## config.mk

```make
export PLATFORM = sky130hd
export DESIGN_NAME = tmds_channel_decoder
export DESIGN_NICKNAME = d
export VERILOG_FILES = /design/src/rtl/tmds_pkg.sv /design/src/rtl/tmds_word_aligner.sv /design/src/rtl/tmds_channel_decoder.sv
export SDC_FILE = /design/constraint.sdc
export NUM_CORES = 1
export LEC_CHECK = 0
export BUFFER_PORTS_ARGS = -buffer_cell sky130_fd_sc_hd__buf_2
export CORE_MARGIN = 10
export CORE_UTILIZATION = 64
export CTS_CLUSTER_SIZE = 28
export DETAILED_ROUTE_END_ITERATION = 8
export PLACE_DENSITY = 0.84
export SLEW_MARGIN = 20
export SYNTH_ARGS = -nofsm -noshare
export SYNTH_HDL_FRONTEND = slang
export SYNTH_SLANG_ARGS = --single-unit
```

## constraint.sdc

```tcl
create_clock -name clk -period 4.9 [get_ports clk]
set_clock_uncertainty 0.1 [all_clocks]
set_input_delay 0.245 -clock clk [delete_from_list [all_inputs] [get_ports clk]]
set_output_delay 0.245 -clock clk [all_outputs]
set_load 0.02 [all_outputs]
```

## src/rtl/tmds_pkg.sv

```systemverilog
// ============================================================================
// tmds_pkg : shared TMDS control tokens, types and symbol decode helpers
// Revision : 1.0
// ============================================================================
`default_nettype none

package tmds_pkg;

  localparam logic [9:0] C_TOK_00 = 10'b1101010100;
  localparam logic [9:0] C_TOK_01 = 10'b0010101011;
  localparam logic [9:0] C_TOK_10 = 10'b0101010100;
  localparam logic [9:0] C_TOK_11 = 10'b1010101011;

  typedef logic [1:0] tok_code_t;

  typedef enum logic {
    SEARCH = 1'b0,
    LOCKED = 1'b1
  } align_state_t;

  typedef struct packed {
    logic      hit;
    tok_code_t code;
  } tok_match_t;

  function automatic tok_match_t tmds_token_match(input logic [9:0] sym);
    tok_match_t m;
    m.hit  = 1'b1;
    m.code = 2'd0;
    case (sym)
      C_TOK_00: m.code = 2'd0;
      C_TOK_01: m.code = 2'd1;
      C_TOK_10: m.code = 2'd2;
      C_TOK_11: m.code = 2'd3;
      default:  m.hit  = 1'b0;
    endcase
    return m;
  endfunction

  // Undo the transition-minimising stage: bit 9 = inverted, bit 8 = XOR vs XNOR chain.
  function automatic logic [7:0] tmds_decode(input logic [9:0] sym);
    logic [7:0] d;
    logic [7:0] v;
    d    = sym[9] ? ~sym[7:0] : sym[7:0];
    v[0] = d[0];
    for (int i = 1; i < 8; i++) begin
      v[i] = sym[8] ? (d[i] ^ d[i-1]) : ~(d[i] ^ d[i-1]);
    end
    return v;
  endfunction

endpackage

`default_nettype wire

```

## src/rtl/tmds_word_aligner.sv

```systemverilog
// ============================================================================
// tmds_word_aligner : bit-slip symbol alignment driven by control-token runs
// Revision : 1.0
// ============================================================================
`default_nettype none

module tmds_word_aligner
  import tmds_pkg::*;
#(
  parameter int TOKEN_RUN      = 8,
  parameter int SEARCH_TIMEOUT = 4096,
  parameter int LOSS_TIMEOUT   = 8192
) (
  input  logic       clk,
  input  logic       rst,
  input  logic [9:0] i_raw,
  output logic [9:0] o_win,
  output logic       o_locked,
  output logic [3:0] o_offset
);

  localparam int TMR_SPAN = (SEARCH_TIMEOUT > LOSS_TIMEOUT) ? SEARCH_TIMEOUT : LOSS_TIMEOUT;
  localparam int RUN_W    = $clog2(TOKEN_RUN + 1);
  localparam int TMR_W    = $clog2(TMR_SPAN);

  localparam logic [RUN_W-1:0] RUN_FULL    = RUN_W'(TOKEN_RUN);
  localparam logic [TMR_W-1:0] SEARCH_LAST = TMR_W'(SEARCH_TIMEOUT - 1);
  localparam logic [TMR_W-1:0] LOSS_LAST   = TMR_W'(LOSS_TIMEOUT - 1);

  align_state_t     r_state;
  logic [9:0]       r_prev;
  logic [9:0]       r_win;
  logic [RUN_W-1:0] r_run;
  logic [TMR_W-1:0] r_tmr;
  logic [3:0]       r_offset;
  logic             r_locked;

  logic [19:0]      w_shift;
  logic             w_tok;
  logic [RUN_W-1:0] w_run_nxt;
  logic             w_run_full;
  logic [3:0]       w_offset_nxt;

  // Both words are always present, so any offset 0..9 sees a complete symbol.
  assign w_shift      = {i_raw, r_prev} >> r_offset;
  assign w_tok        = tmds_token_match(r_win).hit;
  assign w_run_nxt    = w_tok ? ((r_run == RUN_FULL) ? r_run : r_run + 1'b1) : '0;
  assign w_run_full   = (w_run_nxt == RUN_FULL);
  assign w_offset_nxt = (r_offset == 4'd9) ? 4'd0 : r_offset + 4'd1;

  always_ff @(posedge clk or posedge rst) begin
    if (rst) begin
      r_state  <= SEARCH;
      r_prev   <= '0;
      r_win    <= '0;
      r_run    <= '0;
      r_tmr    <= '0;
      r_offset <= '0;
      r_locked <= 1'b0;
    end else begin
      r_prev <= i_raw;
      r_win  <= w_shift[9:0];
      r_run  <= w_run_nxt;
      case (r_state)
        SEARCH: begin
          if (w_run_full) begin
            r_state  <= LOCKED;
            r_locked <= 1'b1;
            r_tmr    <= '0;
          end else if (r_tmr == SEARCH_LAST) begin
            r_offset <= w_offset_nxt;
            r_tmr    <= '0;
            r_run    <= '0;
          end else begin
            r_tmr <= r_tmr + 1'b1;
          end
        end
        LOCKED: begin
          if (w_run_full) begin
            r_tmr <= '0;
          end else if (r_tmr == LOSS_LAST) begin
            r_state  <= SEARCH;
            r_locked <= 1'b0;
            r_offset <= w_offset_nxt;
            r_tmr    <= '0;
            r_run    <= '0;
          end else begin
            r_tmr <= r_tmr + 1'b1;
          end
        end
      endcase
    end
  end

  assign o_win    = r_win;
  assign o_locked = r_locked;
  assign o_offset = r_offset;

endmodule

`default_nettype wire

```

## src/rtl/tmds_channel_decoder.sv

```systemverilog
// ============================================================================
// tmds_channel_decoder : one TMDS receive channel, alignment plus symbol decode
// Revision : 1.0
// ============================================================================
`default_nettype none

module tmds_channel_decoder
  import tmds_pkg::*;
#(
  parameter int TOKEN_RUN      = 8,
  parameter int SEARCH_TIMEOUT = 4096,
  parameter int LOSS_TIMEOUT   = 8192
) (
  input  logic       clk,
  input  logic       rst,
  input  logic [9:0] raw_in,
  output logic [7:0] vd,
  output logic [1:0] cd,
  output logic       vde,
  output logic       locked,
  output logic [3:0] offset
);

  logic [9:0] w_win;
  tok_match_t w_match;
  logic [7:0] r_vd;
  logic [1:0] r_cd;
  logic       r_vde;

  tmds_word_aligner #(
    .TOKEN_RUN      (TOKEN_RUN),
    .SEARCH_TIMEOUT (SEARCH_TIMEOUT),
    .LOSS_TIMEOUT   (LOSS_TIMEOUT)
  ) u_aligner (
    .clk      (clk),
    .rst      (rst),
    .i_raw    (raw_in),
    .o_win    (w_win),
    .o_locked (locked),
    .o_offset (offset)
  );

  assign w_match = tmds_token_match(w_win);

  // cd is sticky across data periods so it always reports the last token seen.
  always_ff @(posedge clk or posedge rst) begin
    if (rst) begin
      r_vd  <= '0;
      r_cd  <= '0;
      r_vde <= 1'b0;
    end else if (w_match.hit) begin
      r_vd  <= '0;
      r_cd  <= w_match.code;
      r_vde <= 1'b0;
    end else begin
      r_vd  <= tmds_decode(w_win);
      r_vde <= 1'b1;
    end
  end

  assign vd  = r_vd;
  assign cd  = r_cd;
  assign vde = r_vde;

endmodule

`default_nettype wire

```

# Word-level counts from Yosys, hierarchy flattened
# Index checks and enable logic that the tools add are counted.
# W data, S select, Z words.
[totals] ff_bits=54 latch_bits=0 in_bits=12 word_cells=85 output_inout_bits=16 rom_bits=0 ramBits=0 mem_count=0
[op_classes] n_mul=0 n_lt_le_gt_ge=0 addsub=3 n_bitwise=16 reduce_logical=3 n_div=0 muxes=38 n_shift=1 eq_ne=14
[op_table] cell="$mux W13" n=4
[op_table] cell="$mux W4" n=11
[op_table] cell="$pmux W13 S2" n=1
[op_table] cell="$eq A10 B10 Y1 const B" n=2
[op_table] cell="$shr A20 B4 Y10" n=1
[op_table] cell="$mux W8" n=2
[op_table] cell="$pmux W4 S2" n=2
[op_table] cell="$mux W1" n=15
[op_table] cell="$add A13 B1 Y13 const B" n=1
[op_table] cell="$eq A13 B12 Y1 const B" n=1
[op_table] cell="$eq A13 B13 Y1 const B" n=1
[op_table] cell="$eq A4 B4 Y1 const B" n=3
[op_table] cell="$eq A10 B8 Y1 const B" n=1
[op_table] cell="$eq A10 B9 Y1 const B" n=1
[op_table] cell="$add A4 B1 Y4 const B" n=2
[op_table] cell="$not A1 Y1" n=8
[op_table] cell="$not A8 Y8" n=1
[op_table] cell="$xor A1 B1 Y1" n=7
[op_table] cell="$ne A2 B2 Y1 const B" n=3
[op_table] cell="$pmux W2 S3" n=1
[op_table] cell="$ne A2 B1 Y1 const B" n=2
[op_table] cell="$pmux W1 S2" n=2
[op_table] cell="$reduce_and A4 Y1" n=1
[op_table] cell="$reduce_or A4 Y1" n=1
[op_table] cell="$reduce_and A3 Y1" n=1

# Logic depth before layout (Yosys ltp)
# Gate-level depths: netlist of the first run.
[logic_depth] word_depth=7 ltp_mapped=13 depth_no_buf=11

# Cells and area by module
# A second synthesis of the first run with hierarchy kept.
[hier_totals] hier_cells=284 area_unflattened_um2=3101.7
[by_module_without_submodules] module="tmds_word_aligner" instances=1 cells_per_inst=225 seq_area_each_um2=1076.0 area_each_um2=2459.9
[by_module_without_submodules] module="tmds_channel_decoder" instances=1 cells_per_inst=59 seq_area_each_um2=275.3 area_each_um2=641.9

# Worst setup path before layout of the first run
# OpenSTA, ideal clock, no wires.
[synth_timing] path_type="flip-flop to flip-flop" start="reg u_aligner.r_run[0]" end="reg u_aligner.r_offset[1], in the netlist u_aligner.o_offset[1]" setup_time_ps=77 period_less_slack_ps=2533 path_buffers=2 slack_ps=2367 stages_incl_launch_ff=14 t_required_ps=4723 t_arrival_ps=2357 path_cell_list="dfrtp_1 inv_1 ha_1 nor2b_1 o21ai_0 o21ai_0 and3_1 buf_4 buf_6 ha_1 nor3_1 nand3_1 or3_1 o21ai_1"
[synth_between] elab_chain_cells=6 word_cells_on_any_way=8 classes_between="1 x add/sub; 4 x eq/ne; 2 x mux; 1 x reduce/logical"
[synth_rtl] element="from (decl)" line_no="tmds_word_aligner.sv:33" source="logic [RUN_W-1:0] r_run;"
[synth_rtl] element="from (signal assigned)" line_no="tmds_word_aligner.sv:63" source="r_run <= w_run_nxt;"
[synth_rtl] element="$add A4 B1 Y4 or $eq A4 B4 Y1 (tied branches)" line_no="tmds_word_aligner.sv:47" source="assign w_run_nxt = w_tok ? ((r_run == RUN_FULL) ? r_run : r_run + 1'b1) : '0;"
[synth_rtl] element="$mux W4 * (2 in series)" line_no="tmds_word_aligner.sv:47"
[synth_rtl] element="$eq A4 B4 Y1 *" line_no="tmds_word_aligner.sv:48" source="assign w_run_full = (w_run_nxt == RUN_FULL);"
[synth_rtl] element="$ne A2 B2 Y1 (no source line)"
[synth_rtl] element="$reduce_and A4 Y1 (no source line) *"
[synth_rtl] element="to (signal assigned)" line_no="tmds_word_aligner.sv:71" source="r_offset <= w_offset_nxt;"
[synth_rtl] element="to (signal assigned)" line_no="tmds_word_aligner.sv:84" source="r_offset <= w_offset_nxt;"
[synth_rtl] element="to (decl)" line_no="tmds_word_aligner.sv:35" source="logic [3:0] r_offset;"
# Every way passes the cells marked *; elsewhere a longest branch is shown, timed or not.
# A chain may end at the register's enable or synchronous reset.

# Final worst setup path of the first run
# Same ends and word-level chain as after synthesis.

==> results, run 1 <==
- STA puts the critical path data required time at 5.05 ns.
- The worst hold margin is -0.02514 ns.
- The power per unit of standard cell area is 240.6 nW/um^2.
- The standard-cell row count is 25.
- At the pin with the least slew margin, the transition time is 0.9491 ns.
- The wire-length estimate of the detail-placed layout is 4345 um.
- In this run, CTS created clock tree buffers numbering 5.
- The remaining design rule violation count is 0.
- The via count of the first global-routing pass is 2252.
- The maximum level of the CTS H-tree is 2.
- The max-slew violation count is 0.
- The cell count after synthesis came out at 312.
- The commonest non-fill, non-tap cell in the layout is sky130_fd_sc_hd__dfrtp_1.
- The die is 90.55 um tall.
- The register clock-pin slew on the reported worst setup and hold paths is 0.10 ns.
- Derived from the worst setup path, the maximum achievable clock frequency is 0.3498 GHz.
- The launch point of the worst reg-to-reg path is u_aligner.r_run[0].
- The maximum vdd ir drop is 175.2 uV.
- In this design, the stage delay of the slowest critical-path cell is 0.46 ns.
- The top cell types in the final layout, fill and taps aside, are sky130_fd_sc_hd__dfrtp_1, sky130_fd_sc_hd__nand2_1, sky130_fd_sc_hd__nor2_1, sky130_fd_sc_hd__buf_2.
- The number of primary I/O pins is 28.
- In this run the cell area of the synthesized design comes to 3186 sq um.
- Before antenna repair, the detailed router went through 4 iterations.
- The mean post-synth cell area is 10.21 sq um.
- The all-layer global routing usage is 0.1508.
- The Yosys step of the flow raised 0 warnings.
- The analysis attributes to cell leakage a power of 1.484 nW.
- The number of hold-slack violations in the final timing report is 54.
- The total negative slack is 0 ns.
- The run finished, with violations left.
- The violation count after the first detailed-routing iteration is 120.
- The global-route wire length before repair is 10560 um.
- The sequential cell fraction of total power is 0.571.
- The checks that failed: negative hold slack.
- Of all flip-flops after synthesis, the portion carrying an async set or reset was 1.000.
- The final weighted congestion of routability-driven global placement is 0.8967.
- The kind of path behind the tightest hold check is in2async.
- In this run the tightest slew margin relative to its limit is 0.3672.
- The sum of buffers and inverters on the critical path is 1.
- The dominant synthesized flop cell is sky130_fd_sc_hd__dfrtp_1.
- The proportion of layout cells with a drive suffix above 1 is 0.1899.
- Summing over every cut layer, the via total after detailed routing is 2320.
- The floorplan step defined a die boundary enclosing 8199 sq um.
- The worst flop-to-flop path endpoint is u_aligner.o_offset[1].
- The average via count per standard cell is 5.743.
- The count of max-cap constraint violations is 0.
- The net count of the mapped netlist is 337.
- The final antenna diode count is 0.
- The number of different library cells used by synthesis comes to 51.
- Measured in cells, the most critical reg-to-reg path has a length of 11.
- Counting flops and latches in the post-synthesis netlist gives 54.
- In this run the worst path has a maximum fanout of 17.
- The count of nets left with antenna violations after detail routing is 0.
- The share of total power dissipated in the clock network is 0.309.
- Dividing the detail-routed wire length by the instance count gives 14.92 um.
- Of the available clock period, the critical path in the final layout requires 0.5835.
- The maximum number of pins on one net before global-route repair is 55.
- The total area inside the core boundary comes to 4786 sq um.
- Setup repair after global routing left no endpoint under its margin.
- On the critical path, the stage with the largest delay is an instance of sky130_fd_sc_hd__dfrtp_1.
- Of the total power, the share spent switching nets is 0.2696.
- The arrival time at the worst endpoint is 3.01 ns.
- The final count of negative-setup-slack endpoints is 0.
- Global routing finished with a remaining overflow of 0.
- For this run, the post-layout net count is 361.
- Compared with the post-synthesis result, the final layout area differs by 8.877%.
- The type of origin of the critical path is a register.
- Internal power comes to 0.0006095 W.
- By area the synthesized netlist is led by sky130_fd_sc_hd__dfrtp_1, sky130_fd_sc_hd__ha_1, sky130_fd_sc_hd__xnor2_1, sky130_fd_sc_hd__mux2i_1, sky130_fd_sc_hd__mux4_2.
- Among cell families on the critical path, the largest total delay comes from simple AND/OR/NAND/NOR gates.
- The tree built by TritonCTS fans out to 54 sinks.
- The net switching power figure is 0.0002250 W.
- The signal on the critical path passes through inv_1, ha_1, nor2b_1, o21ai_0, o21ai_0, and3_1, ha_1, nor3_1, nand3_1, or3_1, o21ai_1.
- In this run the horizontal extent of the chip is 90.55 um.
- The largest total area in the synthesized netlist belongs to sky130_fd_sc_hd__dfrtp_1.
- The buffer cell driving the clock tree root is sky130_fd_sc_hd__clkbuf_8.
- The clock insertion delay at the later pin of the skew report is 0.32 ns.
- The buffer depth of the longest clock path is 2.
- Of the post-synthesis cell area, the dominant cell type holds 0.4242.
- For this configuration, the core starts out at a cell density of 0.6656.
- The clock tree from TritonCTS is done.
- The flop-to-flop setup slack is 2.04 ns.
- STA classifies the critical path endpoint as a register.
- The final wirelength is 6029 um.
- The number of antenna violations at the first check in global routing is 0.
- The share of total power dissipated in combinational logic is 0.120.
- Of the synthesized area, sequential elements account for 0.4242.
- The number of post-CTS setup repair buffers is 0.
- The filler cells instantiated in the layout total 361.
- Counting flops with a built-in enable in the synthesized netlist gives 0.
- The worst path needs 2.859 ns of the cycle, external delays included.
- The worst setup path is of the reg2reg kind.
- The port buffer count is 27.
## per-stage QoR
stage	total power (W)	cells	cell area [sq um]	setup WS, ns	utilization
global placement	0.0005802	390	3314	2.227	0.6925
CTS	0.0008445	404	3467	2.031	0.7244
finish	0.0008345	404	3468	2.041	0.7247
global route	0.0008718	404	3468	1.771	0.7247
detailed placement	0.0005829	390	3314	2.053	0.6925
floorplan	0.0005496	312	3186	2.367	-
## power by group through the flow
| stage | registers, W | logic (W) | clock network (W) |
|---|---|---|---|
| after global placement | 0.000485 | 0.0000952 | 0 |
| after floorplan | 0.000499 | 0.0000508 | 0 |
| after CTS | 0.000477 | 0.000101 | 0.000266 |
| after global routing | 0.000480 | 0.000111 | 0.000281 |
| final | 0.000477 | 0.0000999 | 0.000258 |
| after detailed placement | 0.000485 | 0.0000975 | 0 |
## registers in the layout, indices dropped and copies added (netlist names)
name,flops
u_aligner.r_tmr,13
u_aligner.o_win,10
u_aligner.r_prev,10
vd,8
u_aligner.o_offset,4
u_aligner.r_run,4
cd,2
u_aligner.o_locked,1
u_aligner.r_state,1
vde,1
## per-layer routing
layer  GRT usage  up-vias  part of all wire
li1            -     1125                 -
met2      0.2362       67              0.47
met3     0.04489        8             0.067
met5           0        -                 0
met1      0.1960     1120              0.45
met4     0.04377        0             0.012
## cell families after synthesis
| family | Yosys count | synth area share |
|---|---|---|
| and+or+nand+nor | 105 | 0.1811 |
| buffers and inverters | 36 | 0.05302 |
| DFF | 54 | 0.4242 |
| adders and majority gates | 13 | 0.05106 |
| AOI/OAI and AO/OA | 50 | 0.1045 |
| xor gates and xnor gates | 26 | 0.07149 |
| muxes | 28 | 0.1147 |
## repair_timing
item,4_1_cts,5_1_grt
endpoints found under the hold margin,6,0
hold buffers,6,0
resized for setup,0,0
## layout make-up
cell class,instances,area [sq um],area share
tap,67,83.83,0.02417
timing repair buffer,34,202.7,0.05844
multi-input combinational,222,1665,0.4802
clock inverter,3,23.77,0.006854
inverter,19,72.57,0.02092
sequential,54,1351,0.3896
clock buffer,5,68.82,0.01984
## synth_stat cells (2+ instances only)
cell	instances
sky130_fd_sc_hd__a211o_1	2
sky130_fd_sc_hd__a211oi_1	9
sky130_fd_sc_hd__a21boi_0	2
sky130_fd_sc_hd__a21oi_1	11
sky130_fd_sc_hd__a32oi_1	2
sky130_fd_sc_hd__and2_1	2
sky130_fd_sc_hd__and3_1	4
sky130_fd_sc_hd__buf_2	9
sky130_fd_sc_hd__buf_4	2
sky130_fd_sc_hd__buf_6	2
sky130_fd_sc_hd__clkbuf_1	3
sky130_fd_sc_hd__dfrtp_1	54
sky130_fd_sc_hd__ha_1	13
sky130_fd_sc_hd__inv_1	19
sky130_fd_sc_hd__mux2_2	8
sky130_fd_sc_hd__mux2i_1	14
sky130_fd_sc_hd__mux4_2	6
sky130_fd_sc_hd__nand2_1	31
sky130_fd_sc_hd__nand3_1	11
sky130_fd_sc_hd__nand3_2	2
sky130_fd_sc_hd__nor2_1	27
sky130_fd_sc_hd__nor2b_1	6
sky130_fd_sc_hd__nor3_1	6
sky130_fd_sc_hd__nor3_2	2
sky130_fd_sc_hd__o21ai_0	11
sky130_fd_sc_hd__o221ai_1	3
sky130_fd_sc_hd__o311a_1	2
sky130_fd_sc_hd__or3_1	2
sky130_fd_sc_hd__xnor2_1	18
sky130_fd_sc_hd__xor2_1	8
## how the worst max path moves through the flow
stage / from / depth (start not counted) / slack, ns / to
6_report: u_aligner.r_run[0] / 11 / 2.04 / u_aligner.o_offset[1]
2_1_floorplan: u_aligner.r_run[0] / 13 / 2.37 / u_aligner.o_offset[1]
3_5_place_dp: u_aligner.r_run[0] / 11 / 2.05 / u_aligner.o_offset[1]
5_1_grt: u_aligner.r_run[0] / 11 / 1.77 / u_aligner.o_offset[1]
3_3_place_gp: u_aligner.r_run[0] / 11 / 2.23 / u_aligner.o_offset[1]
4_1_cts: u_aligner.r_run[0] / 11 / 2.03 / u_aligner.o_offset[1]
No activity file was read; power rests on OpenSTA's default activity.
==> run 2, diff against run 1 <==
ABC_AREA = 1   (was not set)
CORE_UTILIZATION = 60   (was 64)
PLACE_DENSITY = 0.79   (was 0.84)
clock period = 2.8 ns   (was 4.9 ns; I/O delays follow)
==> run 2 against run 1 <==
Compared with the run above:
- total power up 94%
- area after synthesis fell by 0.98%
- count of clock-buffer cells in the layout increased by 1
- final area increased by 1.8%
- critical endpoint is now u_aligner.o_locked
- via count grew 9.0%
- routed wire length is 2.6% higher
- utilization decreased by 3.3 points
- fmax increased by 27%
- combinational power grew 70%
- hold slack better by 0.37 ns
- synthesized cell count grew 25%
- sequential power rose by 74%
- the run now ends clean
==> results, run 2 <==
- The largest driver fanout on the critical path was 7 (was 17).
- The maximum level of the CTS H-tree was 2 (unchanged).
- The portion of synthesized cell area occupied by the leading cell type came to 0.4284 (was 0.4242).
- The number of unique standard cell types used by synthesis is 34 (was 51).
- The routing usage on met2 is 0.2459 (was 0.2362).
- The number of nets in the layout was 449 (was 361).
- The synthesized instance count is 390 (was 312).
- The area of all sequential standard cells came to 1351 sq um (unchanged).
- The slew of the pin with the lowest slew margin was 0.5882 ns (was 0.9491 ns).
- The number of gates resized after CTS is 0 (unchanged).
- The part of the cycle the worst path needs is 0.8033 (was 0.5835).
- The commonest non-fill, non-tap cell in the layout is sky130_fd_sc_hd__nand2_1 (was sky130_fd_sc_hd__dfrtp_1).
- The final wirelength is 6185 um (was 6029 um).
- The maximum number of pins on one net before global-route repair came to 31 (was 55).
- The growth of design area from synthesis to finish came to 11.98% (was 8.877%).
- The time the worst path needs with I/O delays and setup is 2.249 ns (was 2.859 ns).
- The number of flip-flops under the largest register name came to 13 (unchanged).
- The flop and latch count out of synthesis came to 54 (unchanged).
- The maximum vdd ir drop is 327.6 uV (was 175.2 uV).
- The total number of yosys warnings was 0 (unchanged).
- The number of filler cells placed in the layout was 435 (was 361).
- The category of the worst setup path capture point is a register (unchanged).
- The buffer cell driving the clock tree root is sky130_fd_sc_hd__clkbuf_8 (unchanged).
- The total standard cell area after synthesis is 3154 sq um (was 3186 sq um).
- The relative slew slack was 0.6073 (was 0.3672).
- The clock tree from TritonCTS was done (unchanged).
- The final weighted congestion of routability-driven global placement came to 0.8517 (was 0.8967).
- The total congestion overflow came to 0 (unchanged).
- The worst path required time is 2.88 ns (was 5.05 ns).
- The effective utilization at floorplan came to 0.6176 (was 0.6656).
- The most congested layer reported by global routing is met2 (unchanged).
- The power per unit of standard cell area is 459.1 nW/um^2 (was 240.6 nW/um^2).
- The standard-cell row count is 26 (was 25).
- The final antenna diode count is 0 (unchanged).
- The via count of the first global-routing pass is 2386 (was 2252).
- The buffer depth of the longest clock path came to 2 (unchanged).
- The simple logic cell fraction of the synthesized area is 0.3189 (was 0.1811).
- The detailed-placement wirelength estimate is 4668 um (was 4345 um).
- Outcome: finished, final reports clean (was finished, violations left).
- The proportion of layout cells with a drive suffix above 1 came to 0.1459 (was 0.1899).
- The number of hold-slack violations in the final timing report was 0 (was 54).
- Top cells by instance count after synthesis: sky130_fd_sc_hd__nand2_1, sky130_fd_sc_hd__dfrtp_1, sky130_fd_sc_hd__nand3_1, sky130_fd_sc_hd__nor2_1, sky130_fd_sc_hd__inv_1 (was sky130_fd_sc_hd__dfrtp_1, sky130_fd_sc_hd__nand2_1, sky130_fd_sc_hd__nor2_1, sky130_fd_sc_hd__inv_1, sky130_fd_sc_hd__xnor2_1).
- The xor and xnor area share after synthesis is 0.06386 (was 0.07148).
- The area of the multi-input gates was 1553 sq um (was 1665 sq um).
- The total negative slack is 0 ns (unchanged).
- The port buffer count was 27 (unchanged).
- The number of buffers inserted during clock tree synthesis is 5 (unchanged).
- The proportion of synthesized chip area in sequential cells is 0.4284 (was 0.4242).
- The total vias in the final route is 2528 (was 2320).
- The post-layout total power is 0.001622 W (was 0.0008345 W).
- Unrepaired setup endpoints after global routing: false (unchanged).
- The global-route wire length before repair is 10920 um (was 10560 um).
- The all-layer global routing usage came to 0.1517 (was 0.1508).
- The leakage power is 1.735 nW (was 1.484 nW).
- The number of enable-type register cells in the synthesized netlist is 0 (unchanged).
- The synthesized-area fraction occupied by ao, oa, aoi and oai cells is 0.05791 (was 0.1045).
- The met3 demand-to-capacity share in global routing came to 0.04520 (was 0.04489).
- The kind of critical path is reg2reg (unchanged).
- The number of primary I/O pins is 28 (unchanged).
- The mean post-synth cell area is 8.088 sq um (was 10.21 sq um).
- The most repeated cell in the gate-level netlist after synthesis is sky130_fd_sc_hd__nand2_1 (was sky130_fd_sc_hd__dfrtp_1).
- The largest register by flop count was u_aligner.r_tmr (unchanged).
- Leading post-synthesis cells by cell area: sky130_fd_sc_hd__dfrtp_1, sky130_fd_sc_hd__nand2_1, sky130_fd_sc_hd__nand3_1, sky130_fd_sc_hd__ha_1, sky130_fd_sc_hd__nor2_1 (was sky130_fd_sc_hd__dfrtp_1, sky130_fd_sc_hd__ha_1, sky130_fd_sc_hd__xnor2_1, sky130_fd_sc_hd__mux2i_1, sky130_fd_sc_hd__mux4_2).
- The dominant synthesized flop cell was sky130_fd_sc_hd__dfrtp_1 (unchanged).
- The number of antenna violations at the first check in global routing is 0 (unchanged).
- The fmax is 0.4446 GHz (was 0.3498 GHz).
- The count of nets left with antenna violations after detail routing is 0 (unchanged).
- The vertical extent of the die was 92.51 um (was 90.55 um).
- The remaining design rule violation count came to 0 (unchanged).
- The placeable core area was 5107 sq um (was 4786 sq um).
- The violation count after the first detailed-routing iteration is 88 (was 120).
- The multiplexer share of the synthesized area is 0 (was 0.1147).
- The final count of negative-setup-slack endpoints is 0 (unchanged).
- The number of buffers inserted by hold repair at cts came to 11 (was 6).
- The post-synthesis cell type with the largest combined area is sky130_fd_sc_hd__dfrtp_1 (unchanged).
- The fraction of registers with async set or reset after synthesis is 1.000 (unchanged).
- The detailed-routing iteration count for the pre-antenna-repair pass was 4 (unchanged).
- The type of origin of the critical path is a register (unchanged).
- The number of post-CTS setup repair buffers was 0 (unchanged).
- The kind of path behind the tightest hold check is in2async (unchanged).
- The count of max-cap constraint violations is 0 (unchanged).
- The largest family of logic cells by synthesized area is simple AND/OR/NAND/NOR gates (unchanged).
- The area of the die is 8557 sq um (was 8199 sq um).
- The net count of the mapped netlist came to 415 (was 337).
- The max-slew violation count is 0 (unchanged).
- The number of cells on the worst reg-to-reg path is 13 (was 11).
- Leading cell types in the layout, fill and taps excluded: sky130_fd_sc_hd__nand2_1, sky130_fd_sc_hd__dfrtp_1, sky130_fd_sc_hd__nand3_1, sky130_fd_sc_hd__nor2_1, sky130_fd_sc_hd__buf_2 (was sky130_fd_sc_hd__dfrtp_1, sky130_fd_sc_hd__nand2_1, sky130_fd_sc_hd__nor2_1, sky130_fd_sc_hd__buf_2).
- The global routing met1 resource utilization is 0.1903 (was 0.1960).
- The adder-cell share of the synthesized area is 0.05157 (was 0.05106).
- The arrival time at the worst endpoint is 2.33 ns (was 3.01 ns).
- The die width is 92.51 um (was 90.55 um).
- The average via count per standard cell is 5.107 (was 5.743).
- The number of clock sinks is 54 (unchanged).
- The register clock-pin slew on the reported worst setup and hold paths is 0.09 ns (was 0.10 ns).
- The clock insertion delay at the later pin of the skew report was 0.30 ns (was 0.32 ns).
- The routed length per instance came to 12.49 um (was 14.92 um).
run 2: cell types whose count changed after synthesis, moves of 6 or more:
cell / before / now
sky130_fd_sc_hd__buf_2: 9 / 3
sky130_fd_sc_hd__inv_1: 19 / 27
sky130_fd_sc_hd__nand2_1: 31 / 116
sky130_fd_sc_hd__a211oi_1: 9 / 0
sky130_fd_sc_hd__a21oi_1: 11 / 2
sky130_fd_sc_hd__xnor2_1: 18 / 11
sky130_fd_sc_hd__nor2b_1: 6 / 0
sky130_fd_sc_hd__o21ai_1: 1 / 7
sky130_fd_sc_hd__mux4_2: 6 / 0
sky130_fd_sc_hd__mux2i_1: 14 / 0
sky130_fd_sc_hd__nand3_1: 11 / 43
sky130_fd_sc_hd__buf_6: 2 / 8
sky130_fd_sc_hd__mux2_2: 8 / 0
run 2: logic make-up (layout without fill, tap and decap cells):
| group | after synthesis | count (layout) |
|---|---|---|
| adder cells (fa/ha/maj) | 13 | 13 |
| flip-flops | 54 | 54 |
| AO/OA/AOI/OAI | 31 | 31 |
| buffers and inverters | 48 | 83 |
| AND/OR/NAND/NOR | 221 | 221 |
| XOR/XNOR | 23 | 23 |
run 2: area by class of cell:
cell class,count,area share
multi-input cells,288,0.4396
flip-flops and latches,54,0.3826
repair buffers,41,0.07581
inverters,34,0.03684
well taps,70,0.02480
clock buffers,6,0.02338
clock inverters,2,0.01700
run 2: worst paths after layout:
kind	from	end	slack, ns
max in group asynchronous	rst	u_aligner.r_state	1.52
min in group clk	u_aligner.r_tmr[0]	u_aligner.r_tmr[0]	0.38
min reg2reg	u_aligner.r_tmr[0]	u_aligner.r_tmr[0]	0.38
min	rst	vd[0]	0.34
max reg2reg	u_aligner.r_run[0]	u_aligner.o_locked	0.55
max	u_aligner.r_run[0]	u_aligner.o_locked	0.55
run 2: power by group:
part | internal [W] | switching (W)
clock network | 0.000381 | 0.000241
registers | 0.000813 | 0.0000162
logic | 0.0000680 | 0.000102
run 2: metrics by stage:
stage                     std cells    util  cell area, sq um  hold WS (ns)  setup slack (ns)
final                           495  0.6916              3532        0.3416            0.5507
after global routing            495  0.6916              3532        0.3959            0.3209
after CTS                       495  0.6916              3532        0.3567            0.5377
after detailed placement        476  0.6421              3279        0.1395            0.5780
after global placement          476  0.6421              3279        0.1316            0.6735
after floorplan                 390       -              3154       0.07143            0.8800
run 2: critical path, cell delays in order, from the launching register on:
cell and delay, ns:
sky130_fd_sc_hd__dfrtp_1 0.42, sky130_fd_sc_hd__inv_1 0.09, sky130_fd_sc_hd__ha_1 0.17, sky130_fd_sc_hd__nand2_1 0.09, sky130_fd_sc_hd__inv_1 0.07, sky130_fd_sc_hd__nand3_1 0.10, sky130_fd_sc_hd__a21oi_1 0.29, sky130_fd_sc_hd__nand3_4 0.15
sky130_fd_sc_hd__inv_2 0.14, sky130_fd_sc_hd__ha_1 0.27, sky130_fd_sc_hd__inv_1 0.07, sky130_fd_sc_hd__nand2_1 0.05, sky130_fd_sc_hd__nand2_1 0.05, sky130_fd_sc_hd__o21ai_0 0.07
run 2: layer usage:
| layer | vias up | wire length, um |
|---|---|---|
| li1 | 1310 | - |
| met1 | 1154 | 2901 |
| met2 | 53 | 2806 |
| met3 | 11 | 368 |
| met4 | 0 | 109 |
| met5 | - | 0 |
==> run 3, diff against run 2 <==
CORE_UTILIZATION = 54   (was 60)
PLACE_DENSITY = 0.75   (was 0.79)
clock period = 1.9 ns   (was 2.8 ns; I/O delays follow)
==> run 3 against run 2 <==
Compared with the run above:
- the run now ends with negative setup slack left
- routed wire length is 12% higher
- final area rose by 7.5%
- setup slack worse by 0.58 ns
- fmax up 17%
- die area is 8.7% higher
- clock power hardly changed
- sequential power up 47%
- cell count increased by 5.1%
- register-to-register slack lost 0.58 ns
- count of clock-buffer cells in the layout did not move
- critical endpoint is now u_aligner.o_offset[0]
==> results, run 3 (synthesized netlist as in run 2, its figures left out) <==
- The final worst-path setup slack was -0.02753 ns (was 0.5507 ns).
- The final count of negative-setup-slack endpoints came to 4 (was 0).
- The proportion of layout cells with a drive suffix above 1 is 0.2232 (was 0.1459).
- The commonest non-fill, non-tap cell in the layout is sky130_fd_sc_hd__nand2_1 (unchanged).
- The routed length on met2 is 3448 um (was 2806 um).
- The final wirelength is 6951 um (was 6185 um).
- The final antenna diode count is 0 (unchanged).
- The fmax is 0.5188 GHz (was 0.4446 GHz).
- The number of clock sinks is 54 (unchanged).
- The buffer depth of the longest clock path came to 2 (unchanged).
- The detailed-placement wirelength estimate is 4931 um (was 4668 um).
- The core utilization of the finished layout was 0.6815 (was 0.6916).
- The area of the multi-input gates came to 1680 sq um (was 1553 sq um).
- The clock insertion delay at the later pin of the skew report is 0.31 ns (was 0.30 ns).
- The maximum vdd ir drop is 326.8 uV (was 327.6 uV).
- The worst hold margin came to 0.2741 ns (was 0.3416 ns).
- The kind of path behind the tightest hold check was in2async (unchanged).
- The wire length on met1 is 3041 um (was 2901 um).
- The final weighted congestion of routability-driven global placement is 0.8842 (was 0.8517).
- The category of the worst setup path capture point is a register (unchanged).
- The part of the cycle the worst path needs was 1.014 (was 0.8033).
- The relative slew slack is 0.6825 (was 0.6073).
- The largest driver fanout on the critical path is 4 (was 7).
- The highest routing layer actually used is met4 (unchanged).
- The area of all sequential standard cells came to 1351 sq um (unchanged).
- Outcome: finished, violations left (was finished, final reports clean).
- The via count of the first global-routing pass is 2580 (was 2386).
- The number of flip-flops under the largest register name is 13 (unchanged).
- The port buffer count is 27 (unchanged).
- The violation count after the first detailed-routing iteration was 112 (was 88).
- The type of origin of the critical path is a register (unchanged).
- Unrepaired setup endpoints after global routing: true (was false).
- The worst path required time came to 2.01 ns (was 2.88 ns).
- The slew of the pin with the lowest slew margin is 0.4733 ns (was 0.5882 ns).
- The max-slew violation count was 0 (unchanged).
- The total vias in the final route is 2641 (was 2528).
- The arrival time at the worst endpoint came to 2.04 ns (was 2.33 ns).
- The count of max-cap constraint violations is 0 (unchanged).
- The number of primary I/O pins was 28 (unchanged).
- The area of the die is 9299 sq um (was 8557 sq um).
- The total congestion overflow came to 0 (unchanged).
- The remaining design rule violation count is 0 (unchanged).
- The met3 wirelength from detailed routing was 342 um (was 368 um).
- The standard-cell row count is 27 (was 26).
- The clock tree from TritonCTS is done (unchanged).
- The leakage power is 1.852 nW (was 1.735 nW).
- The maximum number of pins on one net before global-route repair came to 55 (was 31).
- The die width is 96.43 um (was 92.51 um).
- The number of antenna violations at the first check in global routing is 0 (unchanged).
- The effective utilization at floorplan came to 0.5659 (was 0.6176).
- The growth of design area from synthesis to finish is 20.43% (was 11.98%).
- The kind of critical path is reg2reg (unchanged).
- The average via count per standard cell was 5.079 (was 5.107).
- The time the worst path needs with I/O delays and setup was 1.928 ns (was 2.249 ns).
- Leading cell types in the layout, fill and taps excluded: sky130_fd_sc_hd__nand2_1, sky130_fd_sc_hd__dfrtp_1, sky130_fd_sc_hd__nand3_1, sky130_fd_sc_hd__nor2_1, sky130_fd_sc_hd__buf_2 (unchanged).
- The count of nets left with antenna violations after detail routing came to 0 (unchanged).
- The checks that failed: negative setup slack.
- The maximum level of the CTS H-tree is 2 (unchanged).
- The largest register by flop count is u_aligner.r_tmr (unchanged).
- The placeable core area is 5574 sq um (was 5107 sq um).
- The number of nets in the layout is 473 (was 449).
- The number of buffers inserted during clock tree synthesis is 5 (unchanged).
- The global-route wire length before repair is 11830 um (was 10920 um).
- The number of hold-slack violations in the final timing report was 0 (unchanged).
- The number of filler cells placed in the layout is 459 (was 435).
- The routed length per instance is 13.37 um (was 12.49 um).
- The register clock-pin slew on the reported worst setup and hold paths was 0.09 ns (about the same).
- The all-layer global routing usage is 0.1599 (was 0.1517).
- The vertical extent of the die is 96.43 um (was 92.51 um).
- The buffer cell driving the clock tree root is sky130_fd_sc_hd__clkbuf_8 (unchanged).
- The detailed-routing iteration count for the pre-antenna-repair pass is 4 (unchanged).
- The power per unit of standard cell area is 560.1 nW/um^2 (was 459.1 nW/um^2).
-- run 3: worst max-delay path: stages (launching register included) --
cell and delay, ns:
sky130_fd_sc_hd__dfrtp_1 0.42, sky130_fd_sc_hd__inv_1 0.07, sky130_fd_sc_hd__ha_2 0.17, sky130_fd_sc_hd__nand3_2 0.10, sky130_fd_sc_hd__nor2_4 0.12, sky130_fd_sc_hd__nor2_4 0.06
sky130_fd_sc_hd__inv_2 0.07, sky130_fd_sc_hd__nand2_4 0.05, sky130_fd_sc_hd__nand3_4 0.09, sky130_fd_sc_hd__inv_4 0.05, sky130_fd_sc_hd__ha_4 0.16, sky130_fd_sc_hd__a21oi_4 0.15
sky130_fd_sc_hd__nand2_2 0.08, sky130_fd_sc_hd__nand2_1 0.06, sky130_fd_sc_hd__nand2_1 0.06
-- run 3: final timing paths --
path	slack, ns	endpoint	from	cells after the start
setup / recovery	-0.03	u_aligner.o_offset[0]	u_aligner.o_win[6]	14
hold / removal	0.27	cd[0]	rst	4
setup reg to reg	-0.03	u_aligner.o_offset[0]	u_aligner.o_win[6]	14
hold reg to reg	0.39	u_aligner.r_tmr[0]	u_aligner.r_tmr[0]	1
max in group asynchronous	1.20	u_aligner.r_prev[1]	rst	4
min in group clk	0.34	u_aligner.r_prev[6]	raw_in[6]	2
-- run 3: cell type report --
class | instances | area share
inverters | 34 | 0.03491
multi-input cells | 288 | 0.4424
clock inverters | 1 | 0.001976
well taps | 72 | 0.02372
repair buffers | 65 | 0.1222
flip-flops and latches | 54 | 0.3557
clock buffers | 6 | 0.01910
-- run 3: routing by layer --
metal  up-vias  track usage
li1       1357            -
met1      1219       0.1957
met2        56       0.2702
met3         9      0.04009
met4         0      0.05206
met5         -            0
-- run 3: repair_timing --
action                     4_1_cts  5_1_grt
gates cloned                     0        0
setup endpoints to repair        5       13
hold endpoints to repair        64        0
resized for setup               17       13
pin swaps                        7       10
setup buffers                    4        2
hold buffers                    11        0
-- run 3: report_power, final --
group	total (W)	leakage [nW]	internal (W)	switching [W]
clock	0.000622	0.0373	0.000254	0.000368
combinational	0.000285	1.15	0.000122	0.000163
sequential	0.00122	0.669	0.00120	0.0000228
total	0.00213	1.85	0.00157	0.000554
-- run 3: stage by stage --
step / setup WS, ns / std cells / total power (W) / area [sq um] / setup TNS, ns
4_1_cts: -0.007006 / 518 / 0.002139 / 3731 / -0.007383
5_1_grt: -0.1907 / 520 / 0.002251 / 3799 / -0.8883
3_3_place_gp: 0.004234 / 496 / 0.001494 / 3433 / 0
2_1_floorplan: -0.005042 / 390 / 0.001404 / 3158 / -0.01512
3_5_place_dp: -0.1129 / 496 / 0.001503 / 3433 / -0.3861
6_report: -0.02753 / 520 / 0.002128 / 3799 / -0.06302
